**config.mk**
```make
export PLATFORM = sky130hd
export DESIGN_NAME = wb_single_master_flat
export DESIGN_NICKNAME = d
export VERILOG_FILES = /design/src/rtl/wb_single_master_if.sv /design/src/rtl/wb_single_master.sv /design/src/flat_wrapper.sv
export SDC_FILE = /design/constraint.sdc
export NUM_CORES = 1
export LEC_CHECK = 0
export CAP_MARGIN = 40
export CORE_ASPECT_RATIO = 0.5
export CORE_UTILIZATION = 49
export DETAILED_ROUTE_END_ITERATION = 7
export PLACE_DENSITY = 0.85
export SLEW_MARGIN = 5
export SYNTH_ARGS = -nofsm -noshare
export SYNTH_HDL_FRONTEND = slang
export SYNTH_SLANG_ARGS = --single-unit
```
**constraint.sdc**
```tcl
create_clock -name wb_clk -period 3.28 [get_ports wb_clk]
set_input_delay 0.82 -clock wb_clk [delete_from_list [all_inputs] [get_ports wb_clk]]
set_output_delay 0.82 -clock wb_clk [all_outputs]
set_load 0.02 [all_outputs]
```
**src/rtl/wb_single_master_if.sv**
```systemverilog
// Wishbone B3 classic bus bundle between a single master and its interconnect port.
// Members keep the master-side Wishbone names so the master's port list reads like the bus.
interface wb_single_master_if;
    logic [31:0] wb_adr_o;
    logic [31:0] wb_dat_o;
    logic [3:0]  wb_sel_o;
    logic        wb_we_o;
    logic        wb_cyc_o;
    logic        wb_stb_o;
    logic [2:0]  wb_cti_o;
    logic [1:0]  wb_bte_o;
    logic [31:0] wb_dat_i;
    logic        wb_ack_i;
    logic        wb_err_i;
    logic        wb_rty_i;

    modport master (
        output wb_adr_o, wb_dat_o, wb_sel_o, wb_we_o, wb_cyc_o, wb_stb_o, wb_cti_o, wb_bte_o,
        input  wb_dat_i, wb_ack_i, wb_err_i, wb_rty_i
    );

    modport slave (
        input  wb_adr_o, wb_dat_o, wb_sel_o, wb_we_o, wb_cyc_o, wb_stb_o, wb_cti_o, wb_bte_o,
        output wb_dat_i, wb_ack_i, wb_err_i, wb_rty_i
    );
endinterface

```
**src/rtl/wb_single_master.sv**
```systemverilog
// Single-beat Wishbone B3 classic master: one command in, one bus transfer out,
// with retry on rty, bus watchdog, and a one-cycle done/error completion pulse.
module wb_single_master #(
    parameter int TIMEOUT   = 64,
    parameter int MAX_RETRY = 4
) (
    input  logic        wb_clk,
    input  logic        wb_rst,
    input  logic        start,
    input  logic [31:0] address,
    input  logic [3:0]  selection,
    input  logic        write,
    input  logic [31:0] data_wr,
    output logic [31:0] data_rd,
    output logic        active,
    output logic        done,
    output logic        error,
    wb_single_master_if.master wb
);

    localparam int TW = (TIMEOUT > 1) ? $clog2(TIMEOUT) : 1;
    localparam int RW = (MAX_RETRY > 0) ? $clog2(MAX_RETRY + 1) : 1;

    typedef enum logic [1:0] {IDLE, BUS, RETRY, DONE} state_t;

    state_t        state_q, state_d;
    logic [31:0]   cmd_adr_q, cmd_adr_d;
    logic [31:0]   cmd_dat_q, cmd_dat_d;
    logic [3:0]    cmd_sel_q, cmd_sel_d;
    logic          cmd_we_q, cmd_we_d;
    logic [TW-1:0] tmo_q, tmo_d;
    logic [RW-1:0] rty_q, rty_d;
    logic [31:0]   data_rd_q, data_rd_d;
    logic          active_q, active_d;
    logic          done_q, done_d;
    logic          error_q, error_d;
    logic          cyc_q, cyc_d;
    logic          stb_q, stb_d;
    logic          we_q, we_d;
    logic [31:0]   adr_q, adr_d;
    logic [31:0]   dat_q, dat_d;
    logic [3:0]    sel_q, sel_d;
    logic          in_bus_d;

    always_comb begin
        state_d   = state_q;
        cmd_adr_d = cmd_adr_q;
        cmd_dat_d = cmd_dat_q;
        cmd_sel_d = cmd_sel_q;
        cmd_we_d  = cmd_we_q;
        tmo_d     = tmo_q;
        rty_d     = rty_q;
        data_rd_d = data_rd_q;
        error_d   = 1'b0;

        case (state_q)
            IDLE: begin
                if (start) begin
                    cmd_adr_d = address;
                    cmd_dat_d = data_wr;
                    cmd_sel_d = selection;
                    cmd_we_d  = write;
                    tmo_d     = '0;
                    rty_d     = '0;
                    state_d   = BUS;
                end
            end
            BUS: begin
                // Responses count only while our strobe is actually on the bus.
                if (stb_q) begin
                    if (wb.wb_err_i) begin
                        error_d = 1'b1;
                        state_d = DONE;
                    end else if (wb.wb_ack_i) begin
                        if (!cmd_we_q) begin
                            data_rd_d = wb.wb_dat_i;
                        end
                        state_d = DONE;
                    end else if (wb.wb_rty_i) begin
                        if (int'(rty_q) < MAX_RETRY) begin
                            rty_d   = rty_q + 1'b1;
                            state_d = RETRY;
                        end else begin
                            error_d = 1'b1;
                            state_d = DONE;
                        end
                    end else if ((TIMEOUT != 0) && (int'(tmo_q) == TIMEOUT - 1)) begin
                        error_d = 1'b1;
                        state_d = DONE;
                    end else begin
                        tmo_d = tmo_q + 1'b1;
                    end
                end
            end
            RETRY: begin
                tmo_d   = '0;
                state_d = BUS;
            end
            DONE: begin
                state_d = IDLE;
            end
            default: begin
                state_d = IDLE;
            end
        endcase

        // Outputs are computed from the next state so every port comes straight from a flop.
        in_bus_d = (state_d == BUS);
        active_d = (state_d != IDLE);
        done_d   = (state_d == DONE);
        cyc_d    = in_bus_d;
        stb_d    = in_bus_d;
        we_d     = in_bus_d && cmd_we_d;
        adr_d    = in_bus_d ? cmd_adr_d : 32'h0;
        sel_d    = in_bus_d ? cmd_sel_d : 4'h0;
        dat_d    = (in_bus_d && cmd_we_d) ? cmd_dat_d : 32'h0;
    end

    always_ff @(posedge wb_clk or negedge wb_rst) begin
        if (!wb_rst) begin
            state_q   <= IDLE;
            tmo_q     <= '0;
            rty_q     <= '0;
            data_rd_q <= 32'h0;
            active_q  <= 1'b0;
            done_q    <= 1'b0;
            error_q   <= 1'b0;
            cyc_q     <= 1'b0;
            stb_q     <= 1'b0;
            we_q      <= 1'b0;
            adr_q     <= 32'h0;
            dat_q     <= 32'h0;
            sel_q     <= 4'h0;
        end else begin
            state_q   <= state_d;
            tmo_q     <= tmo_d;
            rty_q     <= rty_d;
            data_rd_q <= data_rd_d;
            active_q  <= active_d;
            done_q    <= done_d;
            error_q   <= error_d;
            cyc_q     <= cyc_d;
            stb_q     <= stb_d;
            we_q      <= we_d;
            adr_q     <= adr_d;
            dat_q     <= dat_d;
            sel_q     <= sel_d;
        end
    end

    // Captured command is only consumed in BUS, which is always entered through a capture.
    always_ff @(posedge wb_clk) begin
        cmd_adr_q <= cmd_adr_d;
        cmd_dat_q <= cmd_dat_d;
        cmd_sel_q <= cmd_sel_d;
        cmd_we_q  <= cmd_we_d;
    end

    assign data_rd     = data_rd_q;
    assign active      = active_q;
    assign done        = done_q;
    assign error       = error_q;
    assign wb.wb_adr_o = adr_q;
    assign wb.wb_dat_o = dat_q;
    assign wb.wb_sel_o = sel_q;
    assign wb.wb_we_o  = we_q;
    assign wb.wb_cyc_o = cyc_q;
    assign wb.wb_stb_o = stb_q;
    assign wb.wb_cti_o = 3'b000;
    assign wb.wb_bte_o = 2'b00;

endmodule

```
**src/flat_wrapper.sv**
```systemverilog
// flat-port wrapper written by rule: the top's interface ports become plain ports
module wb_single_master_flat 
#(
    parameter int TIMEOUT   = 64,
    parameter int MAX_RETRY = 4
)
  (wb_clk, wb_rst, start, address, selection, write, data_wr, data_rd, active, done, error, wb_wb_adr_o, wb_wb_dat_o, wb_wb_sel_o, wb_wb_we_o, wb_wb_cyc_o, wb_wb_stb_o, wb_wb_cti_o, wb_wb_bte_o, wb_wb_dat_i, wb_wb_ack_i, wb_wb_err_i, wb_wb_rty_i);
  wb_single_master_if wb_i ();
  input  logic wb_clk;
  input  logic wb_rst;
  input  logic start;
  input  logic [31:0] address;
  input  logic [3:0] selection;
  input  logic write;
  input  logic [31:0] data_wr;
  output logic [31:0] data_rd;
  output logic active;
  output logic done;
  output logic error;
  output wire logic [$bits(wb_i.wb_adr_o)-1:0] wb_wb_adr_o;
  output wire logic [$bits(wb_i.wb_dat_o)-1:0] wb_wb_dat_o;
  output wire logic [$bits(wb_i.wb_sel_o)-1:0] wb_wb_sel_o;
  output wire logic [$bits(wb_i.wb_we_o)-1:0] wb_wb_we_o;
  output wire logic [$bits(wb_i.wb_cyc_o)-1:0] wb_wb_cyc_o;
  output wire logic [$bits(wb_i.wb_stb_o)-1:0] wb_wb_stb_o;
  output wire logic [$bits(wb_i.wb_cti_o)-1:0] wb_wb_cti_o;
  output wire logic [$bits(wb_i.wb_bte_o)-1:0] wb_wb_bte_o;
  input wire logic [$bits(wb_i.wb_dat_i)-1:0] wb_wb_dat_i;
  input wire logic [$bits(wb_i.wb_ack_i)-1:0] wb_wb_ack_i;
  input wire logic [$bits(wb_i.wb_err_i)-1:0] wb_wb_err_i;
  input wire logic [$bits(wb_i.wb_rty_i)-1:0] wb_wb_rty_i;
  assign wb_wb_adr_o = wb_i.wb_adr_o;
  assign wb_wb_dat_o = wb_i.wb_dat_o;
  assign wb_wb_sel_o = wb_i.wb_sel_o;
  assign wb_wb_we_o = wb_i.wb_we_o;
  assign wb_wb_cyc_o = wb_i.wb_cyc_o;
  assign wb_wb_stb_o = wb_i.wb_stb_o;
  assign wb_wb_cti_o = wb_i.wb_cti_o;
  assign wb_wb_bte_o = wb_i.wb_bte_o;
  assign wb_i.wb_dat_i = wb_wb_dat_i;
  assign wb_i.wb_ack_i = wb_wb_ack_i;
  assign wb_i.wb_err_i = wb_wb_err_i;
  assign wb_i.wb_rty_i = wb_wb_rty_i;
  wb_single_master #(.TIMEOUT(TIMEOUT), .MAX_RETRY(MAX_RETRY)) u_core (.wb_clk(wb_clk), .wb_rst(wb_rst), .start(start), .address(address), .selection(selection), .write(write), .data_wr(data_wr), .data_rd(data_rd), .active(active), .done(done), .error(error), .wb(wb_i));
endmodule
```
* Word-level counts from Yosys, hierarchy flattened
Cells that the tools add are included.
** Operators by class
- Add/sub/neg operators :: 2
- $lt $le $gt $ge :: 1
- Eq/ne operators :: 14
- Mux-type cells :: 40
- Bitwise operators :: 2
- Reductions and logical operators :: 8
** Operators by type and width (count)
- $mux W32 :: 6
- $mux W6 :: 6
- $mux W3 :: 6
- $pmux W6 S3 :: 1
- $reduce_and A7 Y1 :: 2
- $mux W2 :: 6
- $mux W4 :: 3
- $ne A2 B2 Y1 const B :: 6
- $mux W1 :: 10
- $pmux W2 S4 :: 1
- $add A6 B1 Y6 const B :: 1
- $eq A2 B2 Y1 const B :: 3
- $eq A6 B1 Y1 const B :: 1
- $pmux W3 S2 :: 1
- $reduce_and A5 Y1 :: 1
- $eq A2 B1 Y1 const B :: 2
- $ne A2 B1 Y1 const B :: 2
- $reduce_bool A2 Y1 :: 2
- $add A3 B1 Y3 const B :: 1
- $lt A3 B3 Y1 const B :: 1
- $reduce_bool A3 Y1 :: 1
- $logic_not A2 Y1 :: 1
- $not A1 Y1 :: 2
- $logic_and A1 B1 Y1 :: 1
** Word-level totals
- Register bits :: 185
- Input bits :: 107
- Output and inout bits :: 111
- Word-level logic and storage cells :: 83

* Depth between registers and ports, before layout
- Word-level depth :: 10
- Depth in mapped cells :: 6
- Depth with buffers taken out :: 5

* Worst setup path after synthesis
OpenSTA, ideal clock, no wires.
- Path type :: input to register
- Start :: input port wb_wb_ack_i
- End :: register u_core.data_rd_q[10] (netlist: u_core.data_rd[10])
- Setup time :: 0.125 ns
- Arrival :: 1.942 ns
- Data required time :: 3.155 ns
- Slack :: 1.213 ns
- Stages on the path :: 5
- Path buffers :: 2
- Path through :: inv_1 -> or4_1 -> buf_2 -> buf_6 -> mux2_4
** On the way
- Cells in the longest elaborated chain, start to end :: 1
** Ends and longest elaborated chain
- start: declaration :: RTL line flat_wrapper.sv:29 : input wire logic [$bits(wb_i.wb_ack_i)-1:0] wb_wb_ack_i;
- $reduce_and A5 Y1 (no source line)
- end signal: assignment :: RTL line wb_single_master.sv:138 : data_rd_q <= data_rd_d;
- end: declaration :: RTL line wb_single_master.sv:33 : logic [31:0] data_rd_q, data_rd_d;
No other way between the ends.
A chain may end at the register's enable or synchronous reset.

* Worst setup path after layout
- Start :: input port wb_wb_ack_i
- End :: register u_core.data_rd_q[6] (netlist: u_core.data_rd[6])
The elaborated chain is that of the path after synthesis.

==> results.toml <==
[critical_path]
path_cells = "clkdlybuf4s50_1, inv_1, or4_2, buf_4, mux2_4"
critical_path_required_ps = 3570
slowest_library_cell_on_the_worst_path = "or4_2"
crit_type = "in -> reg"
count_of_cells_along_the_worst_register_to_register_path = 4
cp_num_buf_inv = 3
cp_max_fo = 32
reg_to_reg_startpoint = "u_core.state_q[1]"
end_kind = "register"
crit_cells = 5
cp-start-kind = "input port"
timing.critical_path.arrival_ps = 2800
critPathLaunch = "wb_wb_ack_i"
cpPeakStageDelay_ps = 660
cpLargestDelayFamily = "buffers and inverters"

[clock_network]
cts_resized = 0
tritoncts_clock_tree = "yes"
cts_max_path_buffers = 2
tritoncts_num_sinks = 185
clkSlewWorstSetupHoldPaths_ps = 70
root_buffer = "clkbuf_16"
hold_buffer_count_at_cts = 0
post-cts-setup-buffers = 0
htreeDepth = 4
clk-insertion-delay-late_ps = 410
total_cts_buffers = 17

[layout]
fillerInstances = 848
post_route_cells_drive_above_1_share = 0.218
end_of_flow_core_utilization = 0.733
antennaDiodeCount = 0
syn2layout_area_growth_pct = 44.0
final_nets = 767

[route]
first_iter_violations = 145
route.vias.total = 4051
route.detailed.wl_per_inst_um = 16.9
aggregate_routed_wire_length_um = 14200
drt_drc_violations_left = 0
dr.pass1.iters = 4
drtAntennaViolNets = 0
routed_via_density = 4.82

[synth]
netlist_area_um2 = 6520
synth.distinct_cells = 38
yosys-top-cells-area = "dfrtp_1, dfxtp_1, mux2_2"
synth_cells = 440
yosys_warnings = 0
cell_type_contributing_the_most_total_cell_area_after_synthesis = "dfrtp_1"
syn_avg_cell_area_um2 = 14.8
yosys_register_bits = 185
yosysTopAreaCellShare = 0.445
synth.yosys.seq_area_share = 0.657

[global_routing]
largest_net_degree_at_the_start_of_global_routing = 72
number_of_antenna_violations_at_the_first_check_in_global_routing = 0
grt_pass1_wl_um = 22900
track_usage = 0.218
grt_overflow_total = 0
via_count_of_the_first_global_routing_pass = 4545

[min_path]
min_path_type = "in -> async"

[floorplanning]
core-area_um2 = 12800
chipWidth_um = 165
die_height_um = 83.6
std_cell_rows = 29
design.die.area_um2 = 13800
initial_core_util = 0.509
ports = 218

[timing]
report.final.slew_viol_count = 0
totalNegativeSetupSlack_ps = 0
grt_setup_unrepaired = "false"
hold_slack_ps = 416
final.min_clock_period_ps = 2520
final_setup_violation_count = 0
final_hold_viol_count = 0
timing_worst_slew_pin_value_ps = 615
finalClockSkew_ps = 10.2
clock.fmax_ghz = 0.398
timing.slew.headroom = 0.590
fin_crit_sh = 0.767
finalWorstSetupSlack_ps = 765

[place]
place.gp.congestion = 0.828
place.detailed.hpwl_um = 9510
number_of_i_o_port_buffers = 212
dpl_worst_slack_ps = 355

[power_and_ir_drop]
static-leakage-power_nw = 4.09
power-per-cell-area_nw_per_um2 = 1020
vdd_drop_max_v = 0.000615
total_power_w = 0.00960

[outcome]
status = "complete, no violations"

[run]
maxCapViolations = 0
cell type report:
cell class	instances	area, um2	area share
clock buffers	19	443	0.0472
clock inverters	13	131	0.0140
inverters	3	11.3	0.00120
multi-input cells	232	2100	0.223
flip-flops and latches	185	4280	0.456
well taps	170	213	0.0227
repair buffers	219	2210	0.235
sequential cells by signal, indices dropped and copies added, names as in the netlist:
register	flops
u_core.cmd_adr_q	32
u_core.cmd_dat_q	32
u_core.data_rd	32
u_core.wb.wb_adr_o	32
u_core.wb.wb_dat_o	32
u_core.tmo_q	6
u_core.cmd_sel_q	4
u_core.wb.wb_sel_o	4
u_core.rty_q	3
u_core.state_q	2
u_core.active	1
u_core.cmd_we_q	1
u_core.done	1
u_core.error	1
u_core.wb.wb_cyc_o	1
u_core.wb.wb_we_o	1
per-layer routing:
metal	track usage	share of wire	wire length, um
met3	0.0561	0.057	805
met5	0	0	0
met2	0.396	0.53	7600
met1	0.243	0.39	5500
met4	0.0884	0.021	296
power breakdown:
group / internal [W] / switching (W) / total (W)
Sequential: 0.00333 / 0.000386 / 0.00371
Clock: 0.00103 / 0.000918 / 0.00195
Combinational: 0.00210 / 0.00183 / 0.00394
stage by stage:
step / cell area (um2) / std cells
detailed placement: 8810 / 809
CTS: 9390 / 841
global route: 9390 / 841
floorplan: 6540 / 444
finish: 9390 / 841
global placement: 8810 / 809
cells in the final DEF, fill, tap and decap left out, types with 4 or more instances in the layout:
| master | instances |
|---|---|
| mux2_4 | 30 |
| nor2b_1 | 71 |
| buf_4 | 5 |
| mux2i_1 | 4 |
| mux2_2 | 72 |
| clkbuf_16 | 17 |
| dfrtp_1 | 116 |
| clkdlybuf4s50_1 | 211 |
| nand2_1 | 9 |
| conb_1 | 5 |
| clkinv_4 | 4 |
| nor2_1 | 7 |
| inv_8 | 5 |
| dfxtp_1 | 69 |
worst paths after layout:
path | endpoint | slack [ps]
setup / recovery | u_core.data_rd[6] | 760
hold / removal | u_core.wb.wb_adr_o[26] | 420
setup reg to reg | u_core.data_rd[6] | 1160
hold reg to reg | u_core.cmd_sel_q[0] | 470
max in group asynchronous | u_core.rty_q[0] | 2160
min in group wb_clk | u_core.cmd_sel_q[0] | 470
cell families after synthesis:
kind of cell,Yosys count,synth area share
buffers and inverters,27,0.0248
adder cells (fa/ha/maj),2,0.00384
flip-flops,185,0.657
multiplexers,106,0.200
XOR/XNOR,1,0.00134
other,1,0.000575
AO/OA/AOI/OAI,13,0.0152
AND/OR/NAND/NOR,105,0.0977
worst reg2reg max path: stages, from the launching register on:
cell	delay (ps)
dfrtp_1	490
nand3b_4	250
or4_2	560
buf_4	320
mux2_4	390
synthesized netlist by cell type (all sizes together):
master,number
and4bb,1
or4,1
ha,2
nor2b,71
o21bai,1
o21a,1
nand2b,2
nor2,7
nor3,2
and3,1
o211ai,3
a211oi,1
and4,1
nand3b,2
o21ai,2
dfrtp,116
o2111ai,1
dfxtp,69
nand3,3
clkbuf,3
mux2,102
nor4,1
inv,3
nor3b,1
buf,21
a31oi,2
conb,1
nand2,9
mux2i,4
and2,3
o31a,1
a21oi,1
xnor2,1
Note: power is estimated with default switching activity, not from simulation.
